===== src/rtl/current_sense_adc_if.sv =====
// Pin-level SPI bundle between the current-sense ADC master and the ADC.
interface current_sense_adc_if;
   logic CS;
   logic CS_CLK;
   logic CS_MISO;

   modport master (output CS, output CS_CLK, input CS_MISO);
   modport slave  (input CS, input CS_CLK, output CS_MISO);
endinterface


===== src/rtl/current_sense_adc.sv =====
// Periodic 16-clock SPI reads of the motor-current ADC, averaged over
// 2^AVG_LOG2 samples, offset-corrected into a signed 13-bit telemetry word.
module current_sense_adc #(
   parameter int CLK_DIV        = 8,
   parameter int SAMPLE_PERIOD  = 3200,
   parameter int AVG_LOG2       = 2,
   parameter int OFFSET_DEFAULT = 2048
) (
   input  logic                     CLK,
   input  logic                     reset_n,
   input  logic                     calibrate,
   current_sense_adc_if.master      spi,
   output logic [11:0]              raw,
   output logic signed [12:0]       current,
   output logic                     current_valid,
   output logic                     frame_error
);
   localparam int DW  = (CLK_DIV > 1) ? $clog2(CLK_DIV) : 1;
   localparam int TW  = (SAMPLE_PERIOD > 1) ? $clog2(SAMPLE_PERIOD) : 1;
   localparam int AW  = 12 + AVG_LOG2;
   localparam int NW  = AVG_LOG2 + 1;

   typedef enum logic [2:0] {IDLE, SETUP, SHIFT, QUIET, UPDATE} state_t;
   state_t state, state_nxt;

   logic [DW-1:0] div;
   logic [3:0]    bit_idx;
   logic          hi;
   logic [15:0]   shreg;
   logic [TW-1:0] timer;
   logic          pending;
   logic          tick, start, div_end, last;
   logic [AW-1:0] acc, acc_sum;
   logic [NW-1:0] cnt;
   logic [11:0]   avg_r, offset;
   logic          cal_armed;
   logic [1:0]    vld_pipe;
   logic          cs_q, sclk_q;

   assign tick    = (timer == TW'(SAMPLE_PERIOD - 1));
   assign start   = (state == IDLE) && (tick || pending);
   assign div_end = (div == DW'(CLK_DIV - 1));
   assign last    = (cnt == NW'((1 << AVG_LOG2) - 1));
   assign acc_sum = acc + AW'(shreg[11:0]);

   always_ff @(posedge CLK or negedge reset_n)
      if (!reset_n) state <= IDLE;
      else          state <= state_nxt;

   always_comb begin
      state_nxt = state;
      cs_q      = 1'b1;
      sclk_q    = 1'b1;
      case (state)
         IDLE:   if (start) state_nxt = SETUP;
         SETUP:  begin
            cs_q = 1'b0;
            if (div_end) state_nxt = SHIFT;
         end
         SHIFT:  begin
            cs_q   = 1'b0;
            sclk_q = hi;
            if (div_end && hi && bit_idx == 4'd15) state_nxt = QUIET;
         end
         QUIET:  if (div_end) state_nxt = UPDATE;
         UPDATE: state_nxt = IDLE;
         default: state_nxt = IDLE;
      endcase
   end

   assign spi.CS     = cs_q;
   assign spi.CS_CLK = sclk_q;

   // Ticks arriving mid-frame collapse into a single pending start.
   always_ff @(posedge CLK or negedge reset_n)
      if (!reset_n) begin
         timer   <= '0;
         pending <= 1'b0;
      end else begin
         timer <= tick ? '0 : timer + 1'b1;
         if (start)                        pending <= 1'b0;
         else if (tick && state != IDLE)   pending <= 1'b1;
      end

   // MISO is captured on the edge that takes CS_CLK high.
   always_ff @(posedge CLK or negedge reset_n)
      if (!reset_n) begin
         div     <= '0;
         bit_idx <= '0;
         hi      <= 1'b0;
         shreg   <= '0;
      end else begin
         if (state == SETUP || state == SHIFT || state == QUIET)
            div <= div_end ? '0 : div + 1'b1;
         else
            div <= '0;
         if (state == SETUP) begin
            bit_idx <= '0;
            hi      <= 1'b0;
         end else if (state == SHIFT && div_end) begin
            if (!hi) begin
               shreg <= {shreg[14:0], spi.CS_MISO};
               hi    <= 1'b1;
            end else begin
               hi      <= 1'b0;
               bit_idx <= bit_idx + 1'b1;
            end
         end
      end

   always_ff @(posedge CLK or negedge reset_n)
      if (!reset_n) begin
         raw           <= '0;
         frame_error   <= 1'b0;
         acc           <= '0;
         cnt           <= '0;
         avg_r         <= '0;
         offset        <= 12'(OFFSET_DEFAULT);
         cal_armed     <= 1'b0;
         vld_pipe      <= '0;
         current       <= '0;
      end else begin
         vld_pipe <= {vld_pipe[0], 1'b0};
         if (calibrate) cal_armed <= 1'b1;
         if (state == UPDATE) begin
            raw <= shreg[11:0];
            if (|shreg[15:12]) frame_error <= 1'b1;
            if (last) begin
               avg_r       <= acc_sum[AW-1:AVG_LOG2];
               acc         <= '0;
               cnt         <= '0;
               vld_pipe[0] <= 1'b1;
               // The calibrating average also reports against itself, i.e. zero.
               if (cal_armed) begin
                  offset    <= acc_sum[AW-1:AVG_LOG2];
                  cal_armed <= 1'b0;
               end
            end else begin
               acc <= acc_sum;
               cnt <= cnt + 1'b1;
            end
         end
         if (vld_pipe[0])
            current <= $signed({1'b0, avg_r}) - $signed({1'b0, offset});
      end

   assign current_valid = vld_pipe[1];
endmodule


===== src/flat_wrapper.sv =====
// flat-port wrapper written by rule: the top's interface ports become plain ports
module current_sense_adc_flat 
#(
   parameter int CLK_DIV        = 8,
   parameter int SAMPLE_PERIOD  = 3200,
   parameter int AVG_LOG2       = 2,
   parameter int OFFSET_DEFAULT = 2048
)
  (CLK, reset_n, calibrate, raw, current, current_valid, frame_error, spi_CS, spi_CS_CLK, spi_CS_MISO);
  current_sense_adc_if spi_i ();
  input  logic CLK;
  input  logic reset_n;
  input  logic calibrate;
  output logic [11:0] raw;
  output logic signed [12:0] current;
  output logic current_valid;
  output logic frame_error;
  output wire logic [$bits(spi_i.CS)-1:0] spi_CS;
  output wire logic [$bits(spi_i.CS_CLK)-1:0] spi_CS_CLK;
  input wire logic [$bits(spi_i.CS_MISO)-1:0] spi_CS_MISO;
  assign spi_CS = spi_i.CS;
  assign spi_CS_CLK = spi_i.CS_CLK;
  assign spi_i.CS_MISO = spi_CS_MISO;
  current_sense_adc #(.CLK_DIV(CLK_DIV), .SAMPLE_PERIOD(SAMPLE_PERIOD), .AVG_LOG2(AVG_LOG2), .OFFSET_DEFAULT(OFFSET_DEFAULT)) u_core (.CLK(CLK), .reset_n(reset_n), .calibrate(calibrate), .spi(spi_i), .raw(raw), .current(current), .current_valid(current_valid), .frame_error(frame_error));
endmodule

===== config.mk =====
export PLATFORM = sky130hd
export DESIGN_NAME = current_sense_adc_flat
export DESIGN_NICKNAME = d
export VERILOG_FILES = /design/src/rtl/current_sense_adc_if.sv /design/src/rtl/current_sense_adc.sv /design/src/flat_wrapper.sv
export SDC_FILE = /design/constraint.sdc
export NUM_CORES = 1
export LEC_CHECK = 0
export ABC_CLOCK_PERIOD_IN_PS = 3000
export CAP_MARGIN = 20
export CELL_PAD_IN_SITES_DETAIL_PLACEMENT = 0
export CELL_PAD_IN_SITES_GLOBAL_PLACEMENT = 2
export CORE_MARGIN = 4
export CORE_UTILIZATION = 39
export DETAILED_ROUTE_END_ITERATION = 8
export HOLD_SLACK_MARGIN = 0.02
export PLACE_DENSITY = 0.8
export SLEW_MARGIN = 20
export SYNTH_ARGS = -nofsm -noshare
export SYNTH_HDL_FRONTEND = slang
export SYNTH_SLANG_ARGS = --single-unit

===== constraint.sdc =====
create_clock -name CLK -period 3 [get_ports CLK]
set_clock_uncertainty 0.15 [all_clocks]
set_input_delay 0.6 -clock CLK [delete_from_list [all_inputs] [get_ports CLK]]
set_output_delay 0.6 -clock CLK [all_outputs]
set_load 0.005 [all_outputs]

* After elaboration in Yosys (flattened, before gate mapping)
Cells that the tools add are included.
Word-level totals: flip-flop bits (word level) 110, bits of input ports 4, output and inout bits 29, logic and storage cells 83
Cells by class: add/sub/neg operators 6, eq/ne operators 12, mux-type cells 26, bitwise operators 2, reductions and logical operators 21
Operators by type and width (count):
- $mux W3 | 7
- $add A14 B12 Y14 | 1
- $mux W14 | 1
- $mux W1 | 13
- $sub A12 B12 Y13 | 1
- $add A12 B1 Y12 const B | 1
- $eq A12 B12 Y1 const B | 1
- $mux W12 | 1
- $mux W4 | 3
- $pmux W3 S4 | 1
- $eq A3 B2 Y1 const B | 3
- $ne A2 B1 Y1 const B | 4
- $add A3 B1 Y3 const B | 2
- $eq A3 B3 Y1 const B | 2
- $reduce_and A2 Y1 | 3
- $reduce_and A3 Y1 | 2
- $reduce_bool A2 Y1 | 3
- $logic_and A1 B1 Y1 | 5
- $add A4 B1 Y4 const B | 1
- $eq A4 B4 Y1 const B | 1
- $reduce_and A4 Y1 | 1
- $reduce_or A4 Y1 | 1
- $eq A3 B1 Y1 const B | 1
- $logic_not A3 Y1 | 1
- other kinds (4) | 7

* Logic depth before layout (Yosys ltp)
word-level depth 5, depth in mapped cells 10

* Least setup slack after synthesis
Ideal clock, no wire load.
path type flip-flop to flip-flop, start reg u_core.shreg[0], end reg u_core.avg_r[10], setup time 125 ps, arrival time 1929 ps, data required time 2725 ps, path slack 796 ps, cell stages (with the launch flop) 10, buffers on the path 0, clock period less this slack 2204 ps, cell sequence dfrtp_1 ha_1 inv_1 fa_1 nand2b_1 a21oi_1 o21ai_1 o211ai_2 xor2_1 mux2_2
On the way: longest elaborated chain between the ends 1
Ends and longest elaborated chain:
- start, declared | RTL line current_sense_adc.sv:29 | logic [15:0] shreg;
- start signal, assigned | RTL line current_sense_adc.sv:102 | shreg <= {shreg[14:0], spi.CS_MISO};
- $add A14 B12 Y14 | RTL line current_sense_adc.sv:44 | assign acc_sum = acc + AW'(shreg[11:0]);
- end signal, assigned | RTL line current_sense_adc.sv:129 | avg_r <= acc_sum[AW-1:AVG_LOG2];
- end, declared | RTL line current_sense_adc.sv:35 | logic [11:0] avg_r, offset;
Every way passes these cells. A chain may end at the register's enable or synchronous reset.

* Final worst setup path
start reg u_core.state[1], end out spi_CS
On the way: longest elaborated chain between the ends 3
Ends and longest elaborated chain:
- start, declared | RTL line current_sense_adc.sv:24 | state_t state, state_nxt;
- start signal, assigned | RTL line current_sense_adc.sv:48 | else state <= state_nxt;
- $eq A3 B2 Y1 or $eq A3 B1 Y1 (tied branches) | RTL line current_sense_adc.sv:54 | case (state)
- $reduce_or A2 Y1 (no source line) (*)
- $mux W1 (*) | RTL line current_sense_adc.sv:54
- end, declared | RTL line flat_wrapper.sv:18 | output wire logic [$bits(spi_i.CS)-1:0] spi_CS;
Mark *: on every way between the ends. The rest lies on a longest branch, timed or not.

==> metrics.cfg <==
[finish]
final_area_sq_um = 6240
antenna_cells = 0
drive_gt1_share_pct = 11.6
finish.utilization_pct = 46.4
nets = 588
area_growth_syn_to_layout_pct = 14.8

[worst_hold_path]
hold_path.class = register to register

[clocking]
htreeDepth = 3
cts-resized-gates = 0
path_clk_slew_ns = 0.08
cts_buffers = 9
clock_latency_ns = 0.35
cts_sinks = 110
cts_tree = done
ctsLongestPathBuffers = 2
cts_setup_buffers = 0
clockRootBuffer = clkbuf_16
cts_hold_buf = 1

[drt]
dr.pass1.iters = 4
drc_errors = 0
vias = 3695
wl_microns = 10100
drt_iter0_markers = 234
detail-route-antenna-nets = 0
wire_per_inst_microns = 13.8
via_per_inst = 5.03

[timing]
layout_min_cycle_time_ns = 2.57
slew_headroom_pct = 42.4
grt_setup_unrepaired = false
max_freq_mhz = 389
hold_violations = 0
tightest_slew_ns = 0.860
setup_viol = 0
tns_ns = 0
slew_violations = 0
post-route-period-util_pct = 85.6

[setup_path]
path_max_fanout = 10
critPathBufInv = 2
critical_path_required_ns = 2.25
cp_slowest_cell = dfrtp_1
crit_family = buffers and inverters
cpPeakStageDelay_ns = 0.56
endpoint_kind = output port
startpoint_type = register
critPathArrivalTime_ns = 1.82
critPathKind = register to output port
crit_path_cell_trace = inv_1, nand2_1, a21o_1, clkdlybuf4s50_1

[yosys]
netlist_area_sq_um = 5440
syn_avg_cell_area_sq_um = 10.5
ys_ff_latch = 110
synth_edf_count = 0
ys_seq_area_share_pct = 50.7
synth_most_common_cell = dfrtp_1
syn-num-nets = 554
syn-instance-count = 519
synth_cell_types = 56
yosys.area.top_type = dfrtp_1
yosysWarningCount = 0
async_reset_ff_share_pct = 100
synth.area.top_cells = dfrtp_1, ha_1, mux2_2
synth_ff_type = dfrtp_1
synth_commonest_cells = dfrtp_1, nand2_1, mux2_2
yosysTopAreaCellShare_pct = 50.2

[pwr]
ir_worst_vdd_uv = 207
power_frac_seq_pct = 55.7
p_int_mw = 2.08
powerDensity_nw_per_um2 = 426
leakage_nw = 2.96
power_frac_comb_pct = 1.4
clockPowerShare_pct = 42.9
p_switching_mw = 0.582
p_sw_share_pct = 21.9

[die]
die_h_microns = 126
initial_core_util_pct = 40.4
row_count = 42
die_area_sq_um = 15900
dieWidth_microns = 126
ios = 33
core-area_sq_um = 13500

[placed_design]
place_area_sq_um = 5940
dp_hpwl_microns = 7210
place_congestion = 0.806
io_buffers = 32

[grt]
grt_antenna_before_repair = 0
grtUsageTotal_pct = 13.7
overflow = 0
grt_pass1_vias = 3757
grt_pass1_wl_microns = 17900
grt_max_degree = 51

[flow_run]
maxCapViolCount = 0

[outcome]
status = completed

## path summary, 6_finish.rpt
check	startpoint	to	slack [ns]	depth (start not counted)
max in group asynchronous	reset_n	u_core.shreg[9]	1.37	3
hold reg to reg	u_core.div[0]	u_core.div[0]	0.29	1
setup / recovery	u_core.state[1]	spi_CS	0.43	4
min in group asynchronous	reset_n	u_core.current[8]	0.54	2
hold / removal	u_core.div[0]	u_core.div[0]	0.29	1
setup reg to reg	u_core.shreg[0]	u_core.avg_r[10]	0.59	9
## layout by cell type, fill, tap and decap left out, types with 3 or more instances in the layout
master	instances
nor3_1	4
clkinvlp_4	4
clkbuf_16	9
a21o_1	9
nor2b_1	3
xnor2_1	13
nor2_1	27
nand4_1	4
mux2_2	32
nor4_1	3
a22o_1	8
o211ai_1	3
o22ai_1	4
nand2_1	89
a211oi_1	3
xor2_1	15
nor3b_1	3
nand3_1	11
a21oi_1	19
buf_4	5
and3_1	5
o21ai_0	26
clkdlybuf4s50_1	31
o21a_1	5
dfrtp_1	109
ha_1	29
o21ai_1	10
inv_1	24
nand2b_1	11
## flip-flops by register name (all words and copies together) (netlist names)
register	cells
u_core.vld_pipe	2
u_core.hi	1
u_core.state	3
u_core.timer	12
u_core.bit_idx	4
u_core.raw	12
u_core.avg_r	12
u_core.cnt	3
u_core.acc	14
u_core.frame_error	1
u_core.pending	1
u_core.shreg	16
u_core.div	3
u_core.cal_armed	1
u_core.current	13
u_core.offset	12
## power groups by stage
stage               Combinational [mW]  Sequential, mW  Clock [mW]
floorplan                     0.000898            1.51           0
global placement                0.0390            1.51           0
detailed placement              0.0394            1.51           0
CTS                             0.0404            1.48        1.19
global route                    0.0452            1.48        1.25
finish                          0.0373            1.48        1.14
## final cells by class
cell class	instances	area (sq um)
clock buffer	10	239
clock inverter	6	47.5
fill	1311	7210
inverter	25	96.3
multi-input combinational	369	2510
sequential	110	2750
tap	176	220
timing repair buffer	38	378
## metal layers
layer  share of wire (%)  track usage, %  wire length, microns  up-vias
met3                 2.6            2.67                   262       12
li1                    -               -                     -     1866
met2                  43            20.2                  4400       44
met4                 2.2            6.44                   226        0
met1                  52            19.3                  5250     1773
met5                   0               0                     0        -
## stage by stage
stage / hold WS, ns / std cells / worst slack (ns) / power (mW)
floorplan: 0.154 / 519 / 0.796 / 1.51
global route: 0.320 / 734 / 0.280 / 2.78
global placement: 0.274 / 717 / 0.628 / 1.55
CTS: 0.296 / 734 / 0.401 / 2.72
detailed placement: 0.286 / 717 / 0.560 / 1.55
finish: 0.290 / 734 / 0.433 / 2.66
## kinds of logic (layout without fill, tap and decap cells)
group                      Yosys count  count (layout)  share of synthesized area [%]
AOI/OAI and AO/OA                  105             105                           12.8
muxes                               32              32                           6.63
buffers and inverters               40              79                           3.25
DFF                                110             110                           50.7
adders and majority gates           31              31                           7.41
and+or+nand+nor                    173             173                           14.8
xor gates and xnor gates            28              28                           4.51
(Power assumes the default switching activity.)
